## src/rtl/riscv_pkg.sv

```systemverilog
// Shared RV32I core definitions: fetch FSM encoding and fetch-stage reset constants.
package riscv_pkg;

    typedef enum logic [1:0] {
        FETCH = 2'd0,
        WAIT  = 2'd1,
        VALID = 2'd2,
        HALT  = 2'd3
    } fetch_state_t;

    // addi x0, x0, 0
    localparam logic [31:0] DEFAULT_NOP_INSTR = 32'h0000_0013;
    localparam logic [31:0] DEFAULT_RESET_PC  = 32'h0000_0000;

endpackage

```

## src/rtl/instr_fetch_unit.sv

```systemverilog
// RV32I fetch stage: owns the PC, issues one imem request at a time, holds the fetched word
// for decode, and squashes in-flight fetches when execute redirects the PC.
module instr_fetch_unit
    import riscv_pkg::*;
#(
    parameter logic [31:0] RESET_PC  = DEFAULT_RESET_PC,
    parameter logic [31:0] NOP_INSTR = DEFAULT_NOP_INSTR
) (
    input  logic         clk,
    input  logic         reset,
    output logic         imem_req,
    output logic [31:0]  imem_addr,
    input  logic         imem_gnt,
    input  logic         imem_rvalid,
    input  logic [31:0]  imem_rdata,
    output logic [31:0]  instr,
    output logic         instr_valid,
    input  logic         instr_ready,
    output logic [31:0]  instr_pc,
    output logic [31:0]  pc_plus4,
    input  logic         redirect,
    input  logic [31:0]  redirect_pc,
    output logic         misaligned,
    output fetch_state_t state_dbg
);

    // Handshakes: imem_req/imem_addr hold steady until imem_gnt is seen in the same cycle;
    // imem_rvalid is honoured only in WAIT; instr is consumed when instr_valid && instr_ready.

    fetch_state_t state_q, state_n;
    logic [31:0]  pc_q, pc_n;
    logic [31:0]  instr_q, instr_n;
    logic [31:0]  instr_pc_q, instr_pc_n;
    logic         squash_q, squash_n;
    logic         mis_q, mis_n;
    logic         redirect_ok;
    logic         target_bad;

    always_ff @(posedge clk or negedge reset) begin
        if (!reset) begin
            state_q    <= FETCH;
            pc_q       <= RESET_PC;
            instr_q    <= NOP_INSTR;
            instr_pc_q <= RESET_PC;
            squash_q   <= 1'b0;
            mis_q      <= 1'b0;
        end else begin
            state_q    <= state_n;
            pc_q       <= pc_n;
            instr_q    <= instr_n;
            instr_pc_q <= instr_pc_n;
            squash_q   <= squash_n;
            mis_q      <= mis_n;
        end
    end

    always_comb begin
        state_n     = state_q;
        pc_n        = pc_q;
        instr_n     = instr_q;
        instr_pc_n  = instr_pc_q;
        squash_n    = squash_q;
        mis_n       = mis_q;
        redirect_ok = redirect && (state_q != HALT);
        target_bad  = (redirect_pc[1:0] != 2'b00);

        if (redirect_ok) begin
            instr_n = NOP_INSTR;
            if (target_bad) begin
                // Keep pc word-aligned; HALT never requests again, so any response is dropped.
                mis_n    = 1'b1;
                squash_n = 1'b0;
                state_n  = HALT;
            end else begin
                pc_n = redirect_pc;
                case (state_q)
                    FETCH: begin
                        if (imem_gnt) begin
                            state_n  = WAIT;
                            squash_n = 1'b1;
                        end
                    end
                    WAIT: begin
                        if (imem_rvalid) begin
                            state_n  = FETCH;
                            squash_n = 1'b0;
                        end else begin
                            squash_n = 1'b1;
                        end
                    end
                    default: state_n = FETCH;
                endcase
            end
        end else begin
            case (state_q)
                FETCH: begin
                    if (imem_gnt) state_n = WAIT;
                end
                WAIT: begin
                    if (imem_rvalid) begin
                        if (squash_q) begin
                            squash_n = 1'b0;
                            state_n  = FETCH;
                        end else begin
                            instr_n    = imem_rdata;
                            instr_pc_n = pc_q;
                            state_n    = VALID;
                        end
                    end
                end
                VALID: begin
                    if (instr_ready) begin
                        pc_n    = pc_q + 32'd4;
                        state_n = FETCH;
                    end
                end
                default: state_n = HALT;
            endcase
        end
    end

    assign imem_req    = reset && (state_q == FETCH);
    assign imem_addr   = pc_q;
    assign instr       = instr_q;
    assign instr_valid = (state_q == VALID);
    assign instr_pc    = instr_pc_q;
    assign pc_plus4    = instr_pc_q + 32'd4;
    assign misaligned  = mis_q;
    assign state_dbg   = state_q;

endmodule

```

## config.mk

```make
export PLATFORM = sky130hd
export DESIGN_NAME = instr_fetch_unit
export DESIGN_NICKNAME = d
export VERILOG_FILES = /design/src/rtl/riscv_pkg.sv /design/src/rtl/instr_fetch_unit.sv
export SDC_FILE = /design/constraint.sdc
export NUM_CORES = 1
export LEC_CHECK = 0
export BUFFER_PORTS_ARGS = -buffer_cell sky130_fd_sc_hd__buf_2
export CAP_MARGIN = 20
export CORE_MARGIN = 2
export CORE_UTILIZATION = 40
export DETAILED_ROUTE_END_ITERATION = 8
export MAX_ROUTING_LAYER = met4
export PLACE_DENSITY = 0.8
export RECOVER_POWER = 25
export SLEW_MARGIN = 10
export SYNTH_ARGS = -nofsm -noshare
export SYNTH_HDL_FRONTEND = slang
export SYNTH_SLANG_ARGS = --single-unit
```

## constraint.sdc

```tcl
create_clock -name clk -period 2 [get_ports clk]
set_clock_uncertainty 0.1 [all_clocks]
set_input_delay 0.2 -clock clk [delete_from_list [all_inputs] [get_ports clk]]
set_output_delay 0.2 -clock clk [all_outputs]
set_load 0.005 [all_outputs]
```

==> flow_results.org <==
** Outcome
- Run status :: finished, violations left
- The final reports fail on setup timing.

** Yosys
- Synth Net Count :: 622
- Synth Warn # :: 0
- Yosys mapped a number of flops with a built-in enable equal to 0.
- Flop and latch count out of synthesis :: 100
- Of the synthesized area, sequential elements account for 49.4%.
- The average instance in the mapped netlist occupies 9.22 sq um.
- In the synthesized netlist the async set-or-reset flop fraction comes to 100%.
- Primary flip-flop cell chosen by synthesis mapping :: sky130_fd_sc_hd__dfrtp_1
- Area of the mapped netlist :: 0.00507 sq mm
- Count of unique library cells instantiated by Yosys :: 55
- Synthesis handed over a netlist of 550 instances.

** Global route
- The number of global-route vias before repair was 4885.
- The first global-routing pass estimated 24.9 mm of wire.
- Global routing finished with a remaining overflow of 0.
- Entering global routing, the biggest net connects 101 pins.
- Global routing used 24.4% of the available tracks across all layers.
- The number of antenna violations at the first check in global routing is 1.

** Die
- Die Ht :: 117 um
- Initial Utilization :: 40.5%
- Number of top-level pins :: 203
- The core region is 0.0125 sq mm.
- Floorplan die area :: 0.0136 sq mm
- In this run the horizontal extent of the chip is 117 um.
- Row count :: 41

** Job
- Max-cap violations in this run came to 0.

** Timing
- Worst Slack Setup Final :: -0.336 ns
- Setup repair after global routing could not meet its margin everywhere.
- WHS :: 0.0280 ns
- The final max-slew violation count came to 0.
- Final count of hold timing violations :: 0
- The routed design could run at a clock period as short as 2.34 ns.
- The worst pin sits at a relative slew slack of 8.16%.
- Number of failing setup endpoints in the final timing report :: 18
- For the pin with the worst max-slew slack, the measured transition is 1.38 ns.
- Of the available clock period, the critical path in the final layout requires 117%.
- Based on the critical path, the design can be clocked at up to 428 MHz.

** Critical path
- The worst setup path is captured at a primary output.
- Critical path data arrival time :: 2.04 ns
- Worst path max stage delay :: 0.34 ns
- Most frequent cell on the critical path :: sky130_fd_sc_hd__nand4_1
- The setup check on the worst reg-to-reg path leaves a slack of 0.03 ns.
- Cell-by-cell listing of the critical path :: nand4_1 -> nor4_2 -> buf_4 -> and3_4 -> nand4_1 -> xnor2_1 -> buf_2
- The critical path in this run is classified as reg2out.
- For the worst setup path, the data required time is 1.70 ns.
- The largest individual stage delay along the critical path comes from the cell sky130_fd_sc_hd__dfrtp_1.
- Of all nets on the critical path, the largest fanout is 6.
- Type of origin of the critical path :: flop

** Power
- Net switching is 36.2% of the power.
- Clock power share :: 21.2%
- Power density over the cells :: 1250 mW/mm^2
- Per report_power, the combinational group accounts for 43.7% of the total.
- Per report_power, the sequential group accounts for 35.2% of the total.
- Net load switching power :: 3.40 mW
- Peak ir drop on the vdd network :: 846 uV
- Power Internal :: 6.00 mW
- Leakage component of the power :: 3.85 nW

** Clock network
- Clock tree synthesis found a total of 100 sinks.
- Root buffer selected by CTS :: sky130_fd_sc_hd__clkbuf_16
- In this run the number of H-tree levels came out at 3.
- At the later pin of the worst-skew pair, clock insertion delay measures 0.34 ns.
- After clock tree synthesis, the clock-pin slew on the worst setup and hold paths is 0.07 ns.
- TritonCTS built the clock tree.
- Counting the buffers created by CTS gives 9.
- In this run the deepest clock path goes through 2 buffers.

** Placement
- GPL Wtd Cong :: 0.843
- Input and output buffers added on the ports amount to 202.
- Detailed placement ended at an HPWL of 11.4 mm.
- Worst Setup Slack post-DPL :: -0.0123 ns

** Detailed routing
- Routed vias/inst :: 5.23
- Total wirelength of the detailed-routed design :: 16.3 mm
- First-pass DRT Iterations :: 5
- The first routing iteration left 310 violations.
- Number of remaining DRC errors :: 0
- Detail-routed net length per standard cell :: 16.2 um
- Remaining antenna violation count after routing :: 0
- The routed layout has 5253 vias.

** Hold path
- The min-delay analysis places its worst path in the category in2reg.

** Cells and area
- Share of cells above drive strength 1 :: 38.5%
- The net count of the finished layout is 899.
- Once layout is complete, the utilization of the core stands at 60.0%.
- Relative to the synthesized area, the layout overhead comes to 48.1%.
-- per-layer routing --
metal | up-vias | GRT usage (%) | share of wire (%)
met2 | 240 | 39.3 | 49
met4 | 0 | 7.29 | 1.8
met3 | 19 | 3.37 | 6.7
met1 | 2480 | 32.4 | 42
met5 | - | - | 0
li1 | 2514 | - | -
-- cells by family (layout without fill, tap and decap cells) --
group | after synthesis | after routing | synth area share, %
compound gates | 124 | 124 | 17.6
buf+inv | 44 | 325 | 4.07
xor+xnor | 28 | 28 | 4.83
mux | 3 | 3 | 0.592
fa+ha+maj | 2 | 2 | 0.493
other cells | 0 | 1 | 0
flops | 100 | 100 | 49.4
simple gates | 249 | 249 | 23.0
-- worst paths after layout --
kind,start,to,depth (start not counted)
worst max register to register,imem_addr[3]$_DFFE_PN0P_,imem_addr[18]$_DFFE_PN0P_,7
worst max-delay path,instr_pc[10]$_DFFE_PN0P_,pc_plus4[31],7
worst min register to register,misaligned$_DFFE_PN0P_,misaligned$_DFFE_PN0P_,1
min in group asynchronous,reset,instr[3]$_DFFE_PN0P_,3
max in group asynchronous,reset,imem_addr[31]$_DFFE_PN0P_,3
worst min-delay path,imem_rdata[0],instr[0]$_DFFE_PN1P_,2
-- cells in the mapped netlist (3+ instances only) --
cell,n,area (sq um)
sky130_fd_sc_hd__xor2_1,9,78.8
sky130_fd_sc_hd__o22a_1,11,96.3
sky130_fd_sc_hd__xnor2_1,19,166
sky130_fd_sc_hd__and4_1,4,35.0
sky130_fd_sc_hd__clkbuf_1,21,78.8
sky130_fd_sc_hd__a211oi_1,7,52.6
sky130_fd_sc_hd__a22o_1,30,263
sky130_fd_sc_hd__inv_1,7,26.3
sky130_fd_sc_hd__nand4_1,12,75.1
sky130_fd_sc_hd__o31ai_1,3,22.5
sky130_fd_sc_hd__nand2_1,119,447
sky130_fd_sc_hd__mux2i_1,3,30.0
sky130_fd_sc_hd__o22ai_1,3,18.8
sky130_fd_sc_hd__nor2_1,41,154
sky130_fd_sc_hd__and2_1,4,25.0
sky130_fd_sc_hd__nor3_1,9,45.0
sky130_fd_sc_hd__or2_2,3,18.8
sky130_fd_sc_hd__dfstp_2,3,78.8
sky130_fd_sc_hd__buf_2,7,35.0
sky130_fd_sc_hd__and3_1,18,113
sky130_fd_sc_hd__a31oi_1,9,56.3
sky130_fd_sc_hd__o21ai_0,19,95.1
sky130_fd_sc_hd__a41oi_1,4,35.0
sky130_fd_sc_hd__nand3_1,26,130
sky130_fd_sc_hd__dfrtp_1,97,2430
sky130_fd_sc_hd__a21oi_1,21,105
sky130_fd_sc_hd__buf_6,3,33.8
-- state kept, by name (all words and copies together) (netlist names) --
name and count:
instr_pc 32, instr 32, state_dbg 2, imem_addr 32, misaligned 1, squash_q 1
-- per-stage QoR --
step | TNS, ns | cells | power, mW | area (sq um)
finish | -3.50 | 1004 | 9.40 | 7510
global route | -15.84 | 1004 | 10.1 | 7510
floorplan | -0.00265 | 550 | 5.11 | 5080
detailed placement | -0.0245 | 946 | 7.22 | 6660
global placement | 0 | 946 | 7.12 | 6660
CTS | -3.01 | 995 | 9.29 | 7340
-- cell usage in the layout (no fill, tap or decap), types with 3 or more instances in the layout --
master / instances
sky130_fd_sc_hd__buf_4: 58
sky130_fd_sc_hd__dlygate4sd3_1: 34
sky130_fd_sc_hd__bufinv_16: 3
sky130_fd_sc_hd__a211oi_1: 5
sky130_fd_sc_hd__inv_1: 7
sky130_fd_sc_hd__dfrtp_1: 97
sky130_fd_sc_hd__o31ai_1: 3
sky130_fd_sc_hd__and3_1: 11
sky130_fd_sc_hd__buf_12: 5
sky130_fd_sc_hd__nand3_1: 20
sky130_fd_sc_hd__dfstp_2: 3
sky130_fd_sc_hd__xnor2_1: 19
sky130_fd_sc_hd__xor2_1: 9
sky130_fd_sc_hd__and4_1: 3
sky130_fd_sc_hd__o22a_1: 11
sky130_fd_sc_hd__a21oi_1: 19
sky130_fd_sc_hd__nor2_1: 40
sky130_fd_sc_hd__mux2i_1: 3
sky130_fd_sc_hd__o22ai_1: 3
sky130_fd_sc_hd__nand4_1: 12
sky130_fd_sc_hd__o21ai_0: 18
sky130_fd_sc_hd__nand3_2: 6
sky130_fd_sc_hd__nand2_1: 118
sky130_fd_sc_hd__and3_4: 6
sky130_fd_sc_hd__a41oi_1: 4
sky130_fd_sc_hd__or2_2: 3
sky130_fd_sc_hd__nor3_1: 7
sky130_fd_sc_hd__a31oi_1: 9
sky130_fd_sc_hd__a22o_1: 30
sky130_fd_sc_hd__and2_1: 4
sky130_fd_sc_hd__clkbuf_16: 9
sky130_fd_sc_hd__buf_2: 201
-- worst max-delay path, delay by kind of cell, from the launching register on --
family	cells	cell delay, ns
DFF	1	0.34
and+or+nand+nor	4	0.89
xor gates and xnor gates	1	0.15
buffers and inverters	2	0.33
-- power groups by stage --
stage          Sequential [mW]  Clock (mW)  Combinational, mW
3_5_place_dp              3.31           0               3.91
2_1_floorplan             3.48           0               1.63
4_1_cts                   3.29        2.02               3.98
6_report                  3.31        1.99               4.10
3_3_place_gp              3.30           0               3.82
5_1_grt                   3.39        2.10               4.57
-- what timing repair did --
item,CTS,global route
setup endpoints to repair,18,28
hold buffers,34,0
gates resized for setup,2,25
endpoints found under the hold margin,130,0
buffers inserted,0,8
gates cloned,0,0
pin swaps,0,25
-- cell type report --
class | instances | area [sq um]
fillers | 1063 | 5000
diodes | 1 | 2.50
well taps | 172 | 215
repair buffers | 303 | 1930
inverters | 7 | 26.3
multi-input cells | 406 | 2490
flip-flops and latches | 100 | 2510
clock buffers | 11 | 243
clock inverters | 4 | 97.6
Note: power is estimated with default switching activity, not from simulation.
